[src/rtl/pci_pkg.sv]
// Shared PCI model types: arbiter states, bus limits and the bus-idle helper.
package pci_pkg;

    typedef enum logic [1:0] {
        ARB_IDLE,
        ARB_GRANT,
        ARB_BUSY,
        ARB_TURN
    } arb_state_t;

    localparam int unsigned ARB_DEFAULT_TIMEOUT = 16;
    localparam int unsigned PCI_MAX_MASTERS     = 8;

    function automatic logic bus_idle_f(input logic frame_n, input logic irdy_n);
        return frame_n & irdy_n;
    endfunction

endpackage

[src/rtl/pci_rr_pick.sv]
// Combinational round-robin picker: first active request after index `last`, wrapping.
module pci_rr_pick #(
    parameter int unsigned N    = 3,
    parameter int unsigned IdxW = $clog2(N)
) (
    input  logic [N-1:0]    req,
    input  logic [IdxW-1:0] last,
    output logic            valid,
    output logic [IdxW-1:0] idx
);

    logic [31:0] cand;

    always_comb begin
        valid = 1'b0;
        idx   = '0;
        cand  = '0;
        for (int unsigned i = 1; i <= N; i++) begin
            cand = (32'(last) + i) % N;
            if (!valid && req[cand[IdxW-1:0]]) begin
                valid = 1'b1;
                idx   = cand[IdxW-1:0];
            end
        end
    end

endmodule

[src/rtl/pci_arbiter.sv]
// Central PCI bus arbiter: round-robin grants with acceptance timeout, pre-emption
// during a transaction and a mandatory turnaround cycle between owners.
module pci_arbiter
    import pci_pkg::*;
#(
    parameter  int unsigned NUM_MASTERS = 3,
    parameter  int unsigned GNT_TIMEOUT = ARB_DEFAULT_TIMEOUT,
    localparam int unsigned IdxW        = $clog2(NUM_MASTERS)
) (
    input  logic                   clk,
    input  logic                   rst,
    input  logic [NUM_MASTERS-1:0] req_n,
    input  logic                   frame_n,
    input  logic                   irdy_n,
    output logic [NUM_MASTERS-1:0] gnt_n,
    output logic [IdxW-1:0]        owner,
    output logic                   bus_idle
);

    localparam logic [NUM_MASTERS-1:0] One = {{(NUM_MASTERS-1){1'b0}}, 1'b1};

    arb_state_t             state_q, state_d;
    logic [NUM_MASTERS-1:0] gnt_n_q, gnt_n_d;
    logic [IdxW-1:0]        owner_q, owner_d;
    logic [IdxW-1:0]        last_q, last_d;
    logic [7:0]             cnt_q, cnt_d;
    logic                   bus_idle_q, bus_idle_d;

    logic                   pick_valid;
    logic [IdxW-1:0]        pick_idx;
    logic [NUM_MASTERS-1:0] req;
    logic [NUM_MASTERS-1:0] owner_oh;
    logic                   others_req;

    assign req        = ~req_n;
    assign owner_oh   = One << owner_q;
    assign others_req = |(req & ~owner_oh);

    pci_rr_pick #(
        .N    (NUM_MASTERS),
        .IdxW (IdxW)
    ) u_pick (
        .req   (req),
        .last  (last_q),
        .valid (pick_valid),
        .idx   (pick_idx)
    );

    always_comb begin
        state_d = state_q;
        gnt_n_d = gnt_n_q;
        owner_d = owner_q;
        last_d  = last_q;
        cnt_d   = cnt_q;
        unique case (state_q)
            ARB_IDLE: begin
                gnt_n_d = '1;
                if (pick_valid) begin
                    owner_d = pick_idx;
                    last_d  = pick_idx;
                    gnt_n_d = ~(One << pick_idx);
                    cnt_d   = '0;
                    state_d = ARB_GRANT;
                end
            end
            ARB_GRANT: begin
                // FRAME# taking the bus beats both withdrawal and timeout.
                if (!frame_n) begin
                    state_d = ARB_BUSY;
                end else if (req_n[owner_q] || cnt_q == 8'(GNT_TIMEOUT - 1)) begin
                    gnt_n_d = '1;
                    state_d = ARB_IDLE;
                end else begin
                    cnt_d = cnt_q + 8'd1;
                end
            end
            ARB_BUSY: begin
                // Only ever cleared here, so a removed grant cannot come back mid-transaction.
                if (others_req || req_n[owner_q]) gnt_n_d = '1;
                if (bus_idle_f(frame_n, irdy_n)) begin
                    gnt_n_d = '1;
                    state_d = ARB_TURN;
                end
            end
            ARB_TURN: begin
                gnt_n_d = '1;
                state_d = ARB_IDLE;
            end
            default: begin
                gnt_n_d = '1;
                state_d = ARB_IDLE;
            end
        endcase
        bus_idle_d = (state_d == ARB_IDLE);
    end

    always_ff @(posedge clk or posedge rst) begin
        if (rst) begin
            state_q    <= ARB_IDLE;
            gnt_n_q    <= '1;
            owner_q    <= '0;
            last_q     <= IdxW'(NUM_MASTERS - 1);
            cnt_q      <= '0;
            bus_idle_q <= 1'b1;
        end else begin
            state_q    <= state_d;
            gnt_n_q    <= gnt_n_d;
            owner_q    <= owner_d;
            last_q     <= last_d;
            cnt_q      <= cnt_d;
            bus_idle_q <= bus_idle_d;
        end
    end

    assign gnt_n    = gnt_n_q;
    assign owner    = owner_q;
    assign bus_idle = bus_idle_q;

endmodule

[config.mk]
export PLATFORM = sky130hd
export DESIGN_NAME = pci_arbiter
export DESIGN_NICKNAME = d
export VERILOG_FILES = /design/src/rtl/pci_pkg.sv /design/src/rtl/pci_rr_pick.sv /design/src/rtl/pci_arbiter.sv
export SDC_FILE = /design/constraint.sdc
export NUM_CORES = 1
export LEC_CHECK = 0
export ABC_AREA = 1
export BUFFER_PORTS_ARGS = -buffer_cell sky130_fd_sc_hd__buf_4
export CAP_MARGIN = 5
export CORE_UTILIZATION = 34
export CTS_BUF_LIST = sky130_fd_sc_hd__clkbuf_8
export DETAILED_ROUTE_END_ITERATION = 8
export GPL_TIMING_DRIVEN = 0
export SYNTH_ARGS = -nofsm -noshare
export SYNTH_HDL_FRONTEND = slang
export SYNTH_SLANG_ARGS = --single-unit
[constraint.sdc]
create_clock -name clk -period 1.9 [get_ports clk]
set_input_delay 0.38 -clock clk [delete_from_list [all_inputs] [get_ports clk]]
set_output_delay 0.38 -clock clk [all_outputs]
set_load 0.01 [all_outputs]
==> results of run 1 <==
## cells in the final DEF (no fill, tap or decap), types with 2 or more instances in the layout
cell,Yosys,routed
nand2_4,1,2
nand3_1,17,17
dfstp_2,5,5
inv_2,4,4
clkbuf_8,0,3
o21ai_1,1,2
inv_1,23,23
nand3_2,2,2
ha_1,5,4
nand4_1,8,8
nor2_4,2,2
nor2_1,11,11
xor2_1,4,4
nor3_1,2,2
buf_4,1,14
dfrtp_1,12,11
nand2_2,5,4
o21ai_0,10,9
nand2_1,38,38
## final timing paths
check / end / cells after the start
min: owner[0] / 2
max: cnt_q[1] / 10
max in group asynchronous: owner[0] / 2
max reg2reg: cnt_q[1] / 10
min in group clk: state_q[0] / 3
min reg2reg: cnt_q[7] / 2
## routing by layer
layer / vias up / track usage (%)
met3: 4 / 1.242
li1: 549 / -
met2: 10 / 26.90
met5: - / 0
met1: 481 / 15.66
met4: 0 / 8.571
## critical path: stages, from the launching register on
cell	delay [ns]
dfrtp_2	0.44
inv_2	0.11
ha_2	0.32
o21ai_1	0.22
nand2_4	0.11
nand3_4	0.09
nand2_4	0.08
nand2_8	0.13
inv_6	0.04
nand2_1	0.05
nand2_1	0.05
## stage by stage
step	setup TNS [ns]	setup slack [ns]
after floorplan	0	0.1778
after global placement	0	0.003543
after detailed placement	-0.003292	-0.003292
after CTS	0	0.04474
after global routing	0	0.005714
final	0	0.1449
## timing repair
| item | 4_1_cts | 5_1_grt |
|---|---|---|
| pin swaps | 0 | 0 |
| gates resized for setup | 1 | 3 |
| buffers inserted | 0 | 1 |
| setup endpoints to repair | 7 | 14 |
## power groups by stage
| stage | Clock (mW) | Sequential, mW | Combinational, mW |
|---|---|---|---|
| finish | 0.271 | 0.580 | 1.24 |
| global route | 0.290 | 0.593 | 1.40 |
| CTS | 0.280 | 0.586 | 1.22 |
| detailed placement | 0 | 0.591 | 1.21 |
| global placement | 0 | 0.585 | 1.18 |
| floorplan | 0 | 0.594 | 0.920 |
## flip-flops by register name, summed over array words and instances, names as in the netlist
name and flops:
cnt_q 8, gnt_n 3, owner 2, state_q 2, bus_idle 1, last_q 1
## cell families (layout without fill, tap and decap cells)
| kind of cell | Yosys count | in the layout |
|---|---|---|
| flops | 17 | 17 |
| simple gates | 91 | 91 |
| buf+inv | 29 | 46 |
| fa+ha+maj | 5 | 5 |
| xor+xnor | 5 | 5 |
| compound gates | 13 | 13 |
| mux | 1 | 1 |
## area by class of cell
cell class              instances  area, µm²
plain buffers                   1      7.507
clock inverters                 1      5.005
multi-input cells             115      681.9
flip-flops and latches         17      432.9
well taps                      46      57.56
fillers                       352       1956
inverters                      28      110.1
clock buffers                   3      41.29
repair buffers                 13      97.59
==> flow_metrics.tcl, run 1 <==
set metrics [dict create \
    outcome "finished, final reports clean" \
    powerDensity_nw_per_um2 1458 \
    finalSetupViolCount 0 \
    clock_latency_ns 0.25 \
    crit_required_ns 2.05 \
    hold_viol 0 \
    cts_sinks 17 \
    p_int_mw 1.084 \
    synth_cell_types 28 \
    synth_adder_area_share_pct 5.112 \
    postCtsHoldBufs 0 \
    synth_edf_count 0 \
    synthSimpleGateAreaFrac_pct 39.98 \
    combinationalPowerShare_pct 59.3 \
    vdd_drop_max_mv 0.5653 \
    cap_violations 0 \
    met2_length_mm 1.242 \
    fp.coreArea_um2 3390 \
    clock_skew_ns 0.002117 \
    crit_fanout 10 \
    synth-compound-area-share_pct 5.624 \
    grt_pass1_vias 997 \
    die_area_um2 3843 \
    crit_start "owner[0]" \
    drt-pass1-iter-count 4 \
    layout.nets 191 \
    max-slew-margin-rel_pct 56.73 \
    criticalPathCategory "flop to flop" \
    synth_area_leaders "dfrtp_1, nand2_1, dfstp_2, inv_1, nand3_1" \
    synth_fp_nets 173 \
    min_period_over_period_pct 92.38 \
    rsz0062_at_grt "no" \
    ff2ff_setup_slack_ns 0.14 \
    netlist_instances 161 \
    antenna_found_initial 0 \
    drive_gt1_share_pct 25.28 \
    placed_area_um2 1371 \
    mappedNetlistArea_um2 1224 \
    arrival_ns 1.90 \
    switching_share_pct 48.17 \
    crit_path_end_kind "flop" \
    dr.max_layer_used "met4" \
    ant_nets 0 \
    muxShareOfSynthArea_pct 0.8180 \
    io_pins 13 \
    p_leak_nw 0.7194 \
    final_cells 224 \
    fmax_mhz 569.8 \
    worstMarginPinSlew_ns 0.6483 \
    core.rowCount 21 \
    period_minus_slack_ns 1.755 \
    hp-class "primary input to asynchronous set/reset pin" \
    synth_area_leader_cell "dfrtp_1" \
    drcViolationCount 0 \
    routedLengthMet1_mm 1.126 \
    fin_area_um2 1434 \
    r2r_start "owner[0]" \
    yosys_most_used_dff "dfrtp_1" \
    finalPower_mw 2.091 \
    yosysWarnings 0 \
    netlist_top_cells_count "nand2_1, inv_1, nand3_1" \
    portBuffers 12 \
    async_flop_share_pct 100.0 \
    seq_power_share_pct 27.8 \
    grt_max_degree 18 \
    cts-root-buf "clkbuf_8" \
    cts_max_path_buffers 2 \
    synth_top_family_by_area "simple AND/OR/NAND/NOR gates" \
    routabilityCongestion 0.7862 \
    grt_util_all_layers_pct 14.40 \
    worstSetupStartpointType "flop" \
    dp.cells 219 \
    area_delta_synth_final_pct 17.18 \
    vias 1044 \
    path_clk_slew_ns 0.07 \
    ctsHtreeMaxLevel 1 \
    fp.dieW_um 61.99 \
    hold_ws_ns 0.2167 \
    grt.overflow.total 0 \
    synthDominantCellAreaShare_pct 24.54 \
    dp_hpwl_mm 1.929 \
    power_frac_clock_pct 13.0 \
    ys_seq_area_share_pct 35.28 \
    grt_pass1_wl_mm 3.988 \
    drt-initial-drc-count 39 \
    wirelength_mm 2.456 \
    die_h_um 61.99 \
    routed_via_density 4.661 \
    start_util_pct 36.10 \
    wl_met3_um 31 \
    fin_util_pct 42.30 \
    syn_avg_cell_area_um2 7.600 \
    finalMaxSlewViolations 0 \
    diodes 0 \
    numCtsBuffers 3 \
    p_switching_mw 1.007 \
    synth_xor_area_share_pct 3.579 \
    yosysMostFrequentCell "nand2_1" \
    synth-seq-cells 17 \
    drt-wirelength-per-cell_um 10.96 \
    cts_tree "built" \
]
No activity file was read; power rests on OpenSTA's default activity.
==> inputs of run 2 (changes only) <==
ABC_AREA = not set   (was 1)
==> run 2 against run 1 <==
  * The run now ends with setup timing left
  * Clock power decreased by 3%
  * Core utilization is 6.8 points higher
  * Sequential share of layout area is 1.5 points lower
  * Via count shrank 8.9%
  * Die area fell by 8.4%
  * Sequential cell count is the same
  * Highest routed layer unchanged
  * Sequential power increased by 5.9%
  * Register-to-register slack worse by 0.27 ns
  * Critical endpoint is now gnt_n[1]
  * Hold slack worse by 0.0023 ns
==> flow_metrics.tcl, run 2 <==
set metrics [dict create \
    outcome "complete, but fails checks" \
    violations "setup timing" \
    antenna_found_initial 0 \
    io_pins 13 \
    drt-wirelength-per-cell_um 13.50 \
    syn_avg_cell_area_um2 9.801 \
    grt_pass1_vias 944 \
    drt-pass1-iter-count 4 \
    mappedNetlistArea_um2 1117 \
    power_frac_clock_pct 10.9 \
    p_leak_nw 0.6254 \
    layout_common_cells "buf_4, dfrtp_1" \
    nFillCells 283 \
    start_util_pct 36.30 \
    cts-root-buf "clkbuf_8" \
    seq_power_share_pct 25.4 \
    yosysWarnings 0 \
    synth_top_family_by_area "compound AO/OA/AOI/OAI gates" \
    p_int_mw 1.407 \
    wirelength_mm 2.497 \
    clock_latency_ns 0.25 \
    fin_setup_tns_ns -0.9208 \
    dp_hpwl_mm 1.727 \
    ctsHtreeMaxLevel 1 \
    drive_gt1_share_pct 44.68 \
    hold_ws_ns 0.2144 \
    die_area_um2 3519 \
    arrival_ns 2.21 \
    crit_path_end_kind "flop" \
    fp.coreArea_um2 3078 \
    synth_edf_count 0 \
    crit_fanout 7 \
    synth_adder_area_share_pct 5.599 \
    p_switching_mw 1.007 \
    cts_sinks 17 \
    hold_viol 0 \
    yosys_most_used_dff "dfrtp_1" \
    async_flop_share_pct 100.0 \
    crit_required_ns 2.08 \
    rsz0062_at_grt "yes" \
    muxShareOfSynthArea_pct 2.016 \
    netlist_top_cells_count "dfrtp_1, a21oi_1, nor2_1" \
    vias 951 \
    postCtsHoldBufs 0 \
    drt-initial-drc-count 14 \
    drcViolationCount 0 \
    powerDensity_nw_per_um2 1597 \
    max-slew-margin-rel_pct 55.72 \
    path_clk_slew_ns 0.07 \
    worstMarginPinSlew_ns 0.6603 \
    cts_max_path_buffers 2 \
    synth_fp_nets 126 \
    synth_cell_types 45 \
    placed_area_um2 1294 \
    die_h_um 59.33 \
    grt_pass1_wl_mm 4.491 \
    portBuffers 11 \
    synth-compound-area-share_pct 23.52 \
    final_common_cell "buf_4" \
    synthSimpleGateAreaFrac_pct 21.16 \
    vdd_drop_max_mv 0.7794 \
    finalSetupViolCount 13 \
    synth_area_leader_cell "dfrtp_1" \
    r2r_cells 6 \
    netlist_instances 114 \
    fin_area_um2 1511 \
    ys_seq_area_share_pct 38.63 \
    clock_skew_ns 0.006200 \
    fmax_mhz 494.9 \
    grt_max_degree 18 \
    hp-class "primary input to asynchronous set/reset pin" \
    min_period_over_period_pct 106.4 \
    routabilityCongestion 0.8833 \
    grt_util_all_layers_pct 17.08 \
    fp.dieW_um 59.33 \
    yosysMostFrequentCell "dfrtp_1" \
    worstSetupStartpointType "flop" \
    finalPower_mw 2.414 \
    worst_slack_ns -0.1208 \
    grt.overflow.total 0 \
    period_minus_slack_ns 2.021 \
    combinationalPowerShare_pct 63.7 \
    criticalPathCategory "flop to flop" \
    diodes 0 \
    pre_cts_slack_ns -0.3071 \
    synth_xor_area_share_pct 4.703 \
    synth-seq-cells 17 \
    largest_reg_flops 8 \
    finalMaxSlewViolations 0 \
    cap_violations 0 \
    layout.nets 154 \
    core.rowCount 20 \
    top_register "cnt_q" \
    ant_nets 0 \
    synth_area_leaders "dfrtp_1, dfstp_2, ha_1, xor2_1, a21oi_1" \
    synthDominantCellAreaShare_pct 26.88 \
    routed_via_density 5.141 \
    area_delta_synth_final_pct 35.27 \
    numCtsBuffers 3 \
    switching_share_pct 41.71 \
    cts_tree "built" \
]
[run 2: changes by cell type after synthesis, sizes merged, moves of 3 or more]
cell	previous run	this run
inv	28	7
nor2	13	9
o22ai	0	3
o21ai	11	5
nand2	45	6
nand3	20	6
and3	0	4
nand4	9	1
a21oi	2	10
nand2b	0	5
a211oi	0	3
[run 2: kinds of logic after synthesis]
kind of cell    Yosys count
mux                       2
simple gates             42
flops                    17
fa+ha+maj                 5
buf+inv                  10
compound gates           32
xor+xnor                  6
[run 2: per-layer routing]
layer	vias to the layer above	GRT usage, %	part of all wire [%]
met5	-	0	0
met4	0	6.803	2.3
met3	7	2.620	2.5
met2	14	26.65	46
met1	455	23.63	49
li1	475	-	-
[run 2: final timing paths]
kind                                 from         end  slack, ns
max in group asynchronous             rst    owner[0]       1.23
worst min-delay path                  rst    cnt_q[2]       0.21
worst max-delay path            last_q[1]    gnt_n[1]      -0.12
min in group clk                  frame_n  state_q[1]       0.44
worst min register to register   gnt_n[0]    gnt_n[0]       0.50
worst max register to register  last_q[1]    gnt_n[1]      -0.12
[run 2: power by group through the flow]
stage               clock network, mW  registers, mW  logic (mW)
floorplan                           0          0.620       0.829
global placement                    0          0.616        1.10
detailed placement                  0          0.620        1.12
CTS                             0.273          0.612        1.48
global route                    0.290          0.634        1.69
finish                          0.263          0.614        1.54
[run 2: repair_timing]
item,in CTS,in global routing
resized for setup,10,6
gates cloned,0,0
endpoints found under the setup margin,16,16
setup buffers,11,2
pin swaps,9,4
[run 2: stage by stage]
stage               util, %  std cells
floorplan                 -        114
global placement      42.03        169
detailed placement    42.03        169
CTS                   48.05        183
global route          49.11        185
finish                49.11        185
[run 2: layout make-up]
cell class	instances	area [µm²]	area share, %
Clock buffer	3	41.29	2.732
Timing Repair Buffer	24	187.7	12.42
Clock inverter	1	5.005	0.3311
Multi-Input combinational cell	87	742.0	49.09
Tap cell	44	55.05	3.642
Buffer	2	18.77	1.242
Inverter	7	28.78	1.904
Sequential cell	17	432.9	28.64
[run 2: critical path: stages (launching register included)]
cell	delay, ns
dfstp_2	0.56
ha_4	0.22
or2_4	0.26
a21oi_4	0.18
nor3_2	0.09
a2111o_1	0.44
o22a_1	0.20
==> inputs of run 3 (changes only) <==
ABC_AREA = 1   (was not set)
REMOVE_ABC_BUFFERS = 1   (was not set)
==> run 3 against run 2 <==
  * The run now ends clean
  * Setup slack gained 0.21 ns
  * Critical path depth grew 4
  * Wire length grew 2.7%
  * Combinational power shrank 18%
  * Clock skew shrank 0.0054 ns
  * Non-clock buffer count shrank 11
  * Critical path type unchanged
  * Critical endpoint is now cnt_q[1]
  * Largest power group unchanged
==> flow_metrics.tcl, run 3 (synthesis results as in run 1) <==
set metrics [dict create \
    cts_max_path_buffers 2 \
    finalMaxSlewViolations 0 \
    routed_via_density 4.840 \
    crit_start "owner[0]" \
    path_clk_slew_ns 0.06 \
    p_leak_nw 0.7247 \
    crit_top_cell "nand2_1" \
    ff2ff_setup_slack_ns 0.09 \
    r2r_cells 10 \
    grt_pass1_vias 1002 \
    layout.nets 192 \
    crit_path_end_kind "flop" \
    regArea_um2 432.9 \
    crit_family "simple AND/OR/NAND/NOR gates" \
    min_period_over_period_pct 95.09 \
    diodes 0 \
    outcome "finished, final reports clean" \
    final_common_cell "nand2_1" \
    fmax_mhz 553.5 \
    antenna_found_initial 0 \
    ant_nets 0 \
    vias 1089 \
    arrival_ns 1.95 \
    drt-initial-drc-count 100 \
    fin_util_pct 42.41 \
    grt_use_met2_pct 27.20 \
    criticalPathCategory "flop to flop" \
    grt_util_all_layers_pct 14.98 \
    r2r_start "owner[0]" \
    ctsHtreeMaxLevel 1 \
    crit_fanout 10 \
    period_minus_slack_ns 1.807 \
    fp.coreArea_um2 3390 \
    nFillCells 341 \
    grt_use_met1_pct 17.12 \
    dp_hpwl_mm 1.961 \
    grt_max_degree 18 \
    die_area_um2 3843 \
    cts-root-buf "clkbuf_8" \
    worstReg2RegEnd "cnt_q[1]" \
    crit_end "cnt_q[1]" \
    rsz0062_at_grt "no" \
    drcViolationCount 0 \
    portBuffers 12 \
    worstSetupStartpointType "flop" \
    drt-wirelength-per-cell_um 11.40 \
    fp.dieW_um 61.99 \
    worst_slack_ns 0.09337 \
    core.rowCount 21 \
    slowest_delay_ns 0.46 \
    drt-pass1-iter-count 4 \
    top_register "cnt_q" \
    die_h_um 61.99 \
    numCtsBuffers 3 \
    dp.cells 218 \
    grt_pass1_wl_mm 4.236 \
    hold_ws_ns 0.2243 \
    multiInputGateArea_um2 676.9 \
    grt.overflow.total 0 \
    hold_viol 0 \
    wirelength_mm 2.564 \
    cts_sinks 17 \
    crit_required_ns 2.04 \
    start_util_pct 36.10 \
    pre_cts_slack_ns -0.03115 \
    drive_gt1_share_pct 25.14 \
    fin_setup_tns_ns 0 \
    powerDensity_nw_per_um2 1465 \
    cap_violations 0 \
    finalSetupViolCount 0 \
    area_delta_synth_final_pct 17.48 \
    final_cells 225 \
    cp_slowest_cell "dfrtp_2" \
    clock_latency_ns 0.25 \
    routabilityCongestion 0.8100 \
    grt-busiest-layer "met2" \
    path_depth 10 \
    max-slew-margin-rel_pct 56.72 \
    postCtsHoldBufs 0 \
    clock_skew_ns 0.0008266 \
    worstMarginPinSlew_ns 0.6485 \
    vdd_drop_max_mv 0.5941 \
    cts_tree "built" \
    cp_cell_sequence "inv_4 > ha_2 > o21ai_0 > nand2_2 > nand3_4 > nand2_4 > nand2_8 > inv_6 > nand2_1 > nand2_1" \
    io_pins 13 \
    grt_use_met3_pct 1.449 \
    hp-class "primary input to asynchronous set/reset pin" \
    cp.buffers_inverters 2 \
    layout_common_cells "nand2_1, inv_1, nand3_1" \
    largest_reg_flops 8 \
]
## run 3: changes by cell type in the layout (fill, tap and decap cells not counted), sizes merged, moves of 8 or more
| cell | previous run | this run |
|---|---|---|
| a21oi | 10 | 2 |
| nand4 | 1 | 9 |
| buf | 26 | 15 |
| inv | 7 | 29 |
| nand3 | 6 | 20 |
| nand2 | 6 | 45 |
## run 3: layout make-up
type | instances | share of cell area (%)
Clock inverter | 1 | 0.2611
Sequential cell | 17 | 30.11
Timing Repair Buffer | 15 | 7.833
Multi-Input combinational cell | 115 | 47.08
Inverter | 28 | 7.833
Tap cell | 46 | 4.003
Clock buffer | 3 | 2.872
## run 3: worst min-delay path by stage
stage / cells after the start / start / endpoint / slack, ns
3_5_place_dp: 2 / rst / cnt_q[7] / 0.52
6_report: 2 / rst / cnt_q[7] / 0.22
4_1_cts: 2 / rst / cnt_q[4] / 0.25
3_3_place_gp: 2 / rst / cnt_q[4] / 0.51
2_1_floorplan: 1 / rst / cnt_q[0] / 0.30
5_1_grt: 2 / rst / cnt_q[5] / 0.29
## run 3: per-stage QoR
step,area [µm²],power (mW)
finish,1438,2.106
global route,1438,2.288
CTS,1410,2.066
detailed placement,1364,1.797
global placement,1364,1.754
floorplan,1216,1.503
## run 3: layer usage
metal	up-vias	share of wire, %
li1	555	-
met1	504	42
met2	22	52
met3	8	3.0
met4	0	2.5
met5	-	0
## run 3: power breakdown
part | internal (mW) | total, mW | switching [mW]
clock network | 0.143 | 0.259 | 0.116
logic | 0.453 | 1.26 | 0.804
registers | 0.491 | 0.590 | 0.0980
## run 3: worst register-to-register path, cell delays in order (launching register included)
cell and delay (ns):
dfrtp_2 0.46, inv_4 0.10, ha_2 0.32, o21ai_0 0.20, nand2_2 0.15, nand3_4 0.11, nand2_4 0.08, nand2_8 0.13
inv_6 0.05, nand2_1 0.05, nand2_1 0.05
## run 3: repair_timing
item / in CTS / in global routing
setup endpoints to repair: 10 / 14
buffers inserted: 0 / 3
resized for setup: 1 / 3
